$ cat src/rtl/id_operand_stage_pkg.sv
// id_operand_stage_pkg: shared widths for the ID operand stage
`ifndef REG_WIDTH
`define REG_WIDTH 32
`endif
`ifndef REG_ADDR_WIDTH
`define REG_ADDR_WIDTH 5
`endif
`ifndef ID_CTRL_WIDTH
`define ID_CTRL_WIDTH 8
`endif
package id_operand_stage_pkg;
  localparam int XLEN_D   = `REG_WIDTH;
  localparam int RA_W_D   = `REG_ADDR_WIDTH;
  localparam int CTRL_W_D = `ID_CTRL_WIDTH;
  localparam int CNT_W_D  = 32;
endpackage

$ cat src/rtl/id_operand_stage_operand_bypass_mux.sv
// operand_bypass_mux: picks x0, MEM, WB or register-file value for one source
module operand_bypass_mux
  import id_operand_stage_pkg::*;
#(
  parameter int XLEN = XLEN_D,
  parameter int RA_W = RA_W_D
) (
  input  logic [RA_W-1:0] rs,
  input  logic [XLEN-1:0] rf_data,
  input  logic            mem_wen,
  input  logic [RA_W-1:0] mem_rd,
  input  logic [XLEN-1:0] mem_data,
  input  logic            mem_data_valid,
  input  logic            wb_wen,
  input  logic [RA_W-1:0] wb_rd,
  input  logic [XLEN-1:0] wb_data,
  output logic [XLEN-1:0] val
);
  always_comb begin
    val = (rs == '0) ? '0 :
          (mem_wen && mem_rd == rs && mem_data_valid) ? mem_data :
          (wb_wen && wb_rd == rs) ? wb_data : rf_data;
  end
endmodule

$ cat src/rtl/id_operand_stage.sv
// id_operand_stage: resolves operands with MEM/WB bypass, stalls on load
// hazards and registers the result into the ID/EX register.
module id_operand_stage
  import id_operand_stage_pkg::*;
#(
  parameter int XLEN   = XLEN_D,
  parameter int RA_W   = RA_W_D,
  parameter int CTRL_W = CTRL_W_D,
  parameter int CNT_W  = CNT_W_D
) (
  input  logic              clk,
  input  logic              rst_n,
  input  logic              flush,
  input  logic              in_valid,
  output logic              in_ready,
  input  logic [XLEN-1:0]   in_pc,
  input  logic [RA_W-1:0]   in_rs1,
  input  logic [RA_W-1:0]   in_rs2,
  input  logic              in_use_rs1,
  input  logic              in_use_rs2,
  input  logic [RA_W-1:0]   in_rd,
  input  logic              in_rd_wen,
  input  logic              in_is_load,
  input  logic [XLEN-1:0]   in_imm,
  input  logic [CTRL_W-1:0] in_ctrl,
  output logic [RA_W-1:0]   rf_r_addr1,
  output logic [RA_W-1:0]   rf_r_addr2,
  input  logic [XLEN-1:0]   rf_r_data1,
  input  logic [XLEN-1:0]   rf_r_data2,
  input  logic              mem_wen,
  input  logic [RA_W-1:0]   mem_rd,
  input  logic [XLEN-1:0]   mem_data,
  input  logic              mem_data_valid,
  input  logic              wb_wen,
  input  logic [RA_W-1:0]   wb_rd,
  input  logic [XLEN-1:0]   wb_data,
  output logic              out_valid,
  input  logic              out_ready,
  output logic [XLEN-1:0]   out_pc,
  output logic [XLEN-1:0]   out_rs1_val,
  output logic [XLEN-1:0]   out_rs2_val,
  output logic [RA_W-1:0]   out_rd,
  output logic              out_rd_wen,
  output logic              out_is_load,
  output logic [XLEN-1:0]   out_imm,
  output logic [CTRL_W-1:0] out_ctrl,
  output logic [CNT_W-1:0]  stall_cnt
);
  logic [XLEN-1:0] rs1_val, rs2_val;
  logic            haz1, haz2, hazard;
  assign rf_r_addr1 = in_rs1;
  assign rf_r_addr2 = in_rs2;
  operand_bypass_mux #(.XLEN(XLEN), .RA_W(RA_W)) u_mux1 (
    .rs(in_rs1), .rf_data(rf_r_data1), .mem_wen(mem_wen), .mem_rd(mem_rd),
    .mem_data(mem_data), .mem_data_valid(mem_data_valid), .wb_wen(wb_wen),
    .wb_rd(wb_rd), .wb_data(wb_data), .val(rs1_val)
  );
  operand_bypass_mux #(.XLEN(XLEN), .RA_W(RA_W)) u_mux2 (
    .rs(in_rs2), .rf_data(rf_r_data2), .mem_wen(mem_wen), .mem_rd(mem_rd),
    .mem_data(mem_data), .mem_data_valid(mem_data_valid), .wb_wen(wb_wen),
    .wb_rd(wb_rd), .wb_data(wb_data), .val(rs2_val)
  );
  // load in ID/EX (load-use) or load still outstanding in MEM
  always_comb begin
    haz1 = in_use_rs1 && in_rs1 != '0 &&
           ((out_valid && out_is_load && out_rd_wen && out_rd == in_rs1) ||
            (mem_wen && !mem_data_valid && mem_rd == in_rs1));
    haz2 = in_use_rs2 && in_rs2 != '0 &&
           ((out_valid && out_is_load && out_rd_wen && out_rd == in_rs2) ||
            (mem_wen && !mem_data_valid && mem_rd == in_rs2));
    hazard   = in_valid && (haz1 || haz2);
    in_ready = !flush && !hazard && (!out_valid || out_ready);
  end
  always_ff @(posedge clk or negedge rst_n) begin
    if (!rst_n) begin
      out_valid   <= 1'b0;
      out_pc      <= '0;
      out_rs1_val <= '0;
      out_rs2_val <= '0;
      out_rd      <= '0;
      out_rd_wen  <= 1'b0;
      out_is_load <= 1'b0;
      out_imm     <= '0;
      out_ctrl    <= '0;
    end else if (flush) begin
      out_valid <= 1'b0;
    end else if (in_valid && in_ready) begin
      out_valid   <= 1'b1;
      out_pc      <= in_pc;
      out_rs1_val <= rs1_val;
      out_rs2_val <= rs2_val;
      out_rd      <= in_rd;
      out_rd_wen  <= in_rd_wen;
      out_is_load <= in_is_load;
      out_imm     <= in_imm;
      out_ctrl    <= in_ctrl;
    end else if (out_valid && out_ready) begin
      out_valid <= 1'b0;
    end
  end
  always_ff @(posedge clk or negedge rst_n) begin
    if (!rst_n) stall_cnt <= '0;
    else if (hazard && !flush && stall_cnt != '1) stall_cnt <= stall_cnt + CNT_W'(1);
  end
endmodule

$ cat config.mk
export PLATFORM = sky130hd
export DESIGN_NAME = id_operand_stage
export DESIGN_NICKNAME = d
export VERILOG_FILES = /design/src/rtl/id_operand_stage_pkg.sv /design/src/rtl/id_operand_stage_operand_bypass_mux.sv /design/src/rtl/id_operand_stage.sv
export SDC_FILE = /design/constraint.sdc
export NUM_CORES = 1
export LEC_CHECK = 0
export BUFFER_PORTS_ARGS = -buffer_cell sky130_fd_sc_hd__buf_2
export CORE_AREA = 10 10 155 157
export DETAILED_ROUTE_END_ITERATION = 12
export DIE_AREA = 0 0 165 167
export GPL_TIMING_DRIVEN = 0
export PLACE_DENSITY = 0.8
export SYNTH_ARGS = -nofsm -noshare
export SYNTH_HDL_FRONTEND = slang
export SYNTH_SLANG_ARGS = --single-unit
$ cat constraint.sdc
create_clock -name clk -period 2.86 [get_ports clk]
set_input_delay 0.286 -clock clk [delete_from_list [all_inputs] [get_ports clk]]
set_output_delay 0.286 -clock clk [all_outputs]
set_load 0.02 [all_outputs]
Word-level counts from Yosys, hierarchy flattened
Index checks and enable logic that the tools add are counted.

Register bits: 176. Output and inout port bits: 187. Word-level logic and storage cells: 66.

Add/subtract/negate cells: 1. Eq/ne operators: 7. Muxes and demuxes: 9. Bitwise operators: 1. Reductions and logical operators: 38.

Operators with widths (count): 2-to-1 mux 32 bit (6); adder 32 x 1 -> 32 bit, second input constant (1); != test 32 bit, second input constant (1); == test 5 bit (6); logical AND 1 bit (24); zero test 5 bit (2); nonzero test 5 bit (2); zero test 1 bit (4); logical OR 1 bit (4); 2-to-1 mux 1 bit (3); nonzero test 3 bit (1); AND reduction 2 bit (1); inverter 1 bit (1).

Longest topological paths before layout
Word-level depth: 13. Gate-level depth with buffers: 10. Gate-level depth less buffers: 8.

By module
A second synthesis with hierarchy kept.

Cell total of the unflattened synthesis: 854. Area total of the unflattened synthesis: 10228.6 sq um.

By module, submodules not included: id_operand_stage (times used 1, cells each 502, area each 7658.6 sq um); operand_bypass_mux (times used 2, cells each 176, area each 1285.0 sq um).

Least setup slack after synthesis
Ideal clock, no wire load.

Path type: reg-to-reg. Start point: register out_rd[0]. End point: register stall_cnt[25]. Arrival: 2.033 ns. Required time: 2.729 ns. Path slack: 0.695 ns. Cell stages (with the launch flop): 8. Buffers on the path: 1. Path through: dfrtp_1 -> xor2_1 -> nor4_2 -> o21ai_2 -> a21o_1 -> buf_6 -> or4_1 -> xnor2_1.

Longest elaborated chain between the ends: 8.

Ends and longest elaborated chain: start: declaration (line id_operand_stage.sv:42) `output logic [RA_W-1:0] out_rd,`; start signal: assignment (line id_operand_stage.sv:92) `out_rd <= in_rd;`; == test 5 bit, on equally long branches (line id_operand_stage.sv:66, id_operand_stage.sv:69); logical AND 1 bit, on equally long branches (line id_operand_stage.sv:66, id_operand_stage.sv:69); logical OR 1 bit, on equally long branches (line id_operand_stage.sv:66, id_operand_stage.sv:69); logical AND 1 bit, on equally long branches (line id_operand_stage.sv:65, id_operand_stage.sv:68); logical OR 1 bit * (line id_operand_stage.sv:71) `hazard = in_valid && (haz1 || haz2);`; logical AND 1 bit * (line id_operand_stage.sv:71); logical AND 1 bit * (2 in series) (line id_operand_stage.sv:103) `else if (hazard && !flush && stall_cnt != '1) stall_cnt <= stall_cnt + CNT_W'(1);`; end signal: assignment (line id_operand_stage.sv:103); end: declaration (line id_operand_stage.sv:47) `output logic [CNT_W-1:0] stall_cnt`.

Mark *: on every way between the ends. The rest lies on a longest branch, timed or not. A chain may end at the register's enable or synchronous reset.

Worst setup path after layout
Start point: register out_rd[4]. End point: register out_rs2_val[28].

Longest elaborated chain between the ends: 11.

Ends and longest elaborated chain: == test 5 bit, on equally long branches (line id_operand_stage.sv:66, id_operand_stage.sv:69); logical AND 1 bit, on equally long branches (line id_operand_stage.sv:66, id_operand_stage.sv:69); logical OR 1 bit, on equally long branches (line id_operand_stage.sv:66, id_operand_stage.sv:69); logical AND 1 bit, on equally long branches (line id_operand_stage.sv:65, id_operand_stage.sv:68); logical OR 1 bit * (line id_operand_stage.sv:71); logical AND 1 bit * (line id_operand_stage.sv:71); zero test 1 bit * (line id_operand_stage.sv:72) `in_ready = !flush && !hazard && (!out_valid || out_ready);`; logical AND 1 bit * (2 in series) (line id_operand_stage.sv:72); logical AND 1 bit * (line id_operand_stage.sv:87) `end else if (in_valid && in_ready) begin`; AND reduction 2 bit (no line) *; end signal: assignment (line id_operand_stage.sv:91) `out_rs2_val <= rs2_val;`; end: declaration (line id_operand_stage.sv:41) `output logic [XLEN-1:0] out_rs2_val,`.

Marked as above.

==> impl_results.md <==
- Status: finished clean
- Detailed Place HPWL: approximately 28000 microns
- Clock tree buffer depth: 2
- Hold EP: out_pc[2]
- Total gr overflow: 0
- Clock root buffer: clkbuf_16
- Count leader, synth: dfrtp_1
- Critical path class: reg -> reg
- HP Class: in -> reg
- RSZ-0062 raised after global routing: false
- Maximum number of pins on one net before global-route repair: 111
- Crit-path cells: xnor2_1 -> nand3_1 -> nor4_2 -> o21ai_2 -> nand4_1 -> buf_2 -> buf_2 -> buf_2 -> nand2_1 -> o31ai_2
- Primary FF master, synth: dfrtp_1
- Yosys top cell area share: between 40 and 50%
- Fraction of layout cells with a size suffix above 1: about half
- Clk Latency, worst-skew pair: roughly 420 ps
- Initial cell density of the core: between 40% and 50%
- XOR/XNOR share of the synthesized area: slightly below 6%
- Most common library cells after synthesis: dfrtp_1 (176), nand2_1 (149), mux2_2 (80)
- H-tree depth: 4
- CP max stage cell: dfrtp_1
- CTS buffer count: 17
- Area growth syn-to-layout: 34.3%
- CTS tree: done
- Crit share post-route: slightly below 90%
- Rel. slew slack: approximately 46%
- Final count of pins violating max slew: 0
- Vias in the first global route: slightly below 9000
- Setup violators final: 0
- Warnings from Yosys: 0
- Antenna violations before repair: 3
- Crit Path Max Fanout: 10
- Area contributors post-synth: dfrtp_1 (48%), mux2_2 (9.9%), o31ai_2 (7.6%)
- Dpl cells: 1525
- Register-to-register setup slack: between 300 and 400 ps
- CP Launch Type: flop
- Routed wire length: 35400 microns
- Router iterations before antenna repair: 5
- Power Total: 7.37 mW
- Initial detailed-routing violation count: approximately 630
- Max Cap Violations: 0
- Post-synth EDFFs: 0
- Worst r2r src: out_rd[4]
- Fmax: between 300 and 400 MHz
- Cell mode on critical path: buf_2
- Sequential area share after synthesis: approximately half
- CTS resizes: 0
- Mux cell area share after synthesis: around 17%
- PD cells: between 600 and 700 nW/um^2
- Cell Area, Synth: slightly above 9000 sq um
- Syn Nets: 1064
- Final GP Congestion: ~0.96
- Clk_skew: about 10 ps
- Synth Area in Compound Gates: about an eighth
- Final ANT Viol Nets: 0
- Vias: ~8400
- Fin area: between 10000 and 15000 sq um
- Via density: about 5.4
- Core Rows: 53
- Minimum setup slack after placement: approximately 150 ps
- Worst setup margin: about 300 ps
- Hold_sp: in_pc[2]
- Critical Path Start: out_rd[4]
- Synth area leader: dfrtp_1
- Pleak: slightly below 6 nW
- Worst Path Buf+Inv: 3
- Simple logic cell fraction of the synthesized area: 12.3%
- Post-route core utilization: a little under 60%
- Gr usage total: 24.7%
- Die Height: roughly 170 microns
- Period minus WS final: ~2600 ps
- Adder-cell share of the synthesized area: less than 1%
- Max VDD drop: between 400 and 500 uV
- Port Buffers: ~420
- Reg2reg end: out_rs2_val[28]
- Total die area: approximately 28000 sq um
- CTS clock-pin slew for the worst setup and hold paths: approximately 80 ps
- Top Ports: 424
- Worst Max-Slew Pin Slew: just over 800 ps
- Final hold slack: 79.8 ps
- Layout net count: around 1500
- Top delay family on crit path: buffers and inverters
- Req. time, crit path: between 3000 and 4000 ps
- DRC: 0
- Core Area: 20800 sq um
- Non-Filler Instances: about 1600
- Routed length per instance: 22.7 microns
- Setup TNS: 0 ps
- Clock sink count: 176
- Reg2Reg Depth: 10
- DP Area: roughly 12000 sq um
- Die X: 165 microns
- First-pass GRT wire length: 52900 microns
- Hold Fails Final Rpt: 0
- CP arrival: around 2900 ps
- Largest family of logic cells by synthesized area: multiplexers
- Asr flop ratio synth: 100%
- Crit-path max cell delay: 470 ps
- Hold path cells: 2
- Syn Inst Count: between 800 and 900
- Library cells used by synthesis: 33
- CP Capture Type: flop
- Avg Cell Area, Syn: approximately 11 sq um
- Synthesized flop and latch total: 176
==> report_power, final <==
group,internal (mW),switching (mW)
combinational,0.759,1.17
clock,1.21,1.19
sequential,2.84,0.210
total,4.81,2.56
==> sequential cells by signal (all words and copies together) (netlist names) <==
register and cells:
out_rd 5, out_rs1_val 32, out_rd_wen 1, out_is_load 1, out_pc 32, stall_cnt 32
out_imm 32, out_valid 1, out_ctrl 8, out_rs2_val 32
==> final cells by class <==
| cell class | instances | area (sq um) |
|---|---|---|
| repair buffers | 425 | 2160 |
| diodes | 2 | 5.00 |
| multi-input cells | 582 | 4320 |
| clock buffers | 18 | 439 |
| clock inverters | 14 | 168 |
| plain buffers | 65 | 368 |
| flip-flops and latches | 176 | 4400 |
| fillers | 1792 | 8600 |
| inverters | 3 | 11.3 |
| well taps | 275 | 344 |
==> cell usage in the layout, fill, tap and decap left out, drive strengths merged, types with 25 or more instances in the layout <==
cell type | synthesis | routed
buf | 43 | 467
clkbuf | 22 | 40
dfrtp | 176 | 176
mux2 | 80 | 80
mux2i | 64 | 64
nand2 | 149 | 149
nand3 | 25 | 25
o21ai | 67 | 67
o31ai | 64 | 64
xnor2 | 45 | 45
==> timing repair <==
item | in CTS | in global routing
hold endpoints to repair | 66 | 0
hold buffers | 1 | 0
setup buffers | 0 | 0
==> metal layers <==
layer	wire length, microns	track usage [%]	part of all wire (%)
met1	13100	27.9	37
met2	18100	43.2	51
met3	3660	8.38	10
met4	634	6.55	1.8
met5	13	0	0.037
==> how the worst max path moves through the flow <==
stage | endpoint | slack (ps) | cells past startpoint
finish | out_rs2_val[28] | 300 | 10
global route | out_rs2_val[18] | 100 | 10
CTS | out_rs2_val[28] | 270 | 9
detailed placement | out_rs2_val[28] | 150 | 11
global placement | out_pc[13] | -1390 | 1
floorplan | stall_cnt[25] | 700 | 7
==> cell families (layout without fill, tap and decap cells) <==
| kind of cell | Yosys count | count (layout) |
|---|---|---|
| XOR/XNOR | 61 | 61 |
| AO/OA/AOI/OAI | 133 | 133 |
| AND/OR/NAND/NOR | 243 | 243 |
| multiplexers | 144 | 144 |
| flip-flops | 176 | 176 |
| adder cells (fa/ha/maj) | 1 | 1 |
| other | 0 | 2 |
| buffers and inverters | 68 | 525 |
No activity file was read; power rests on OpenSTA's default activity.
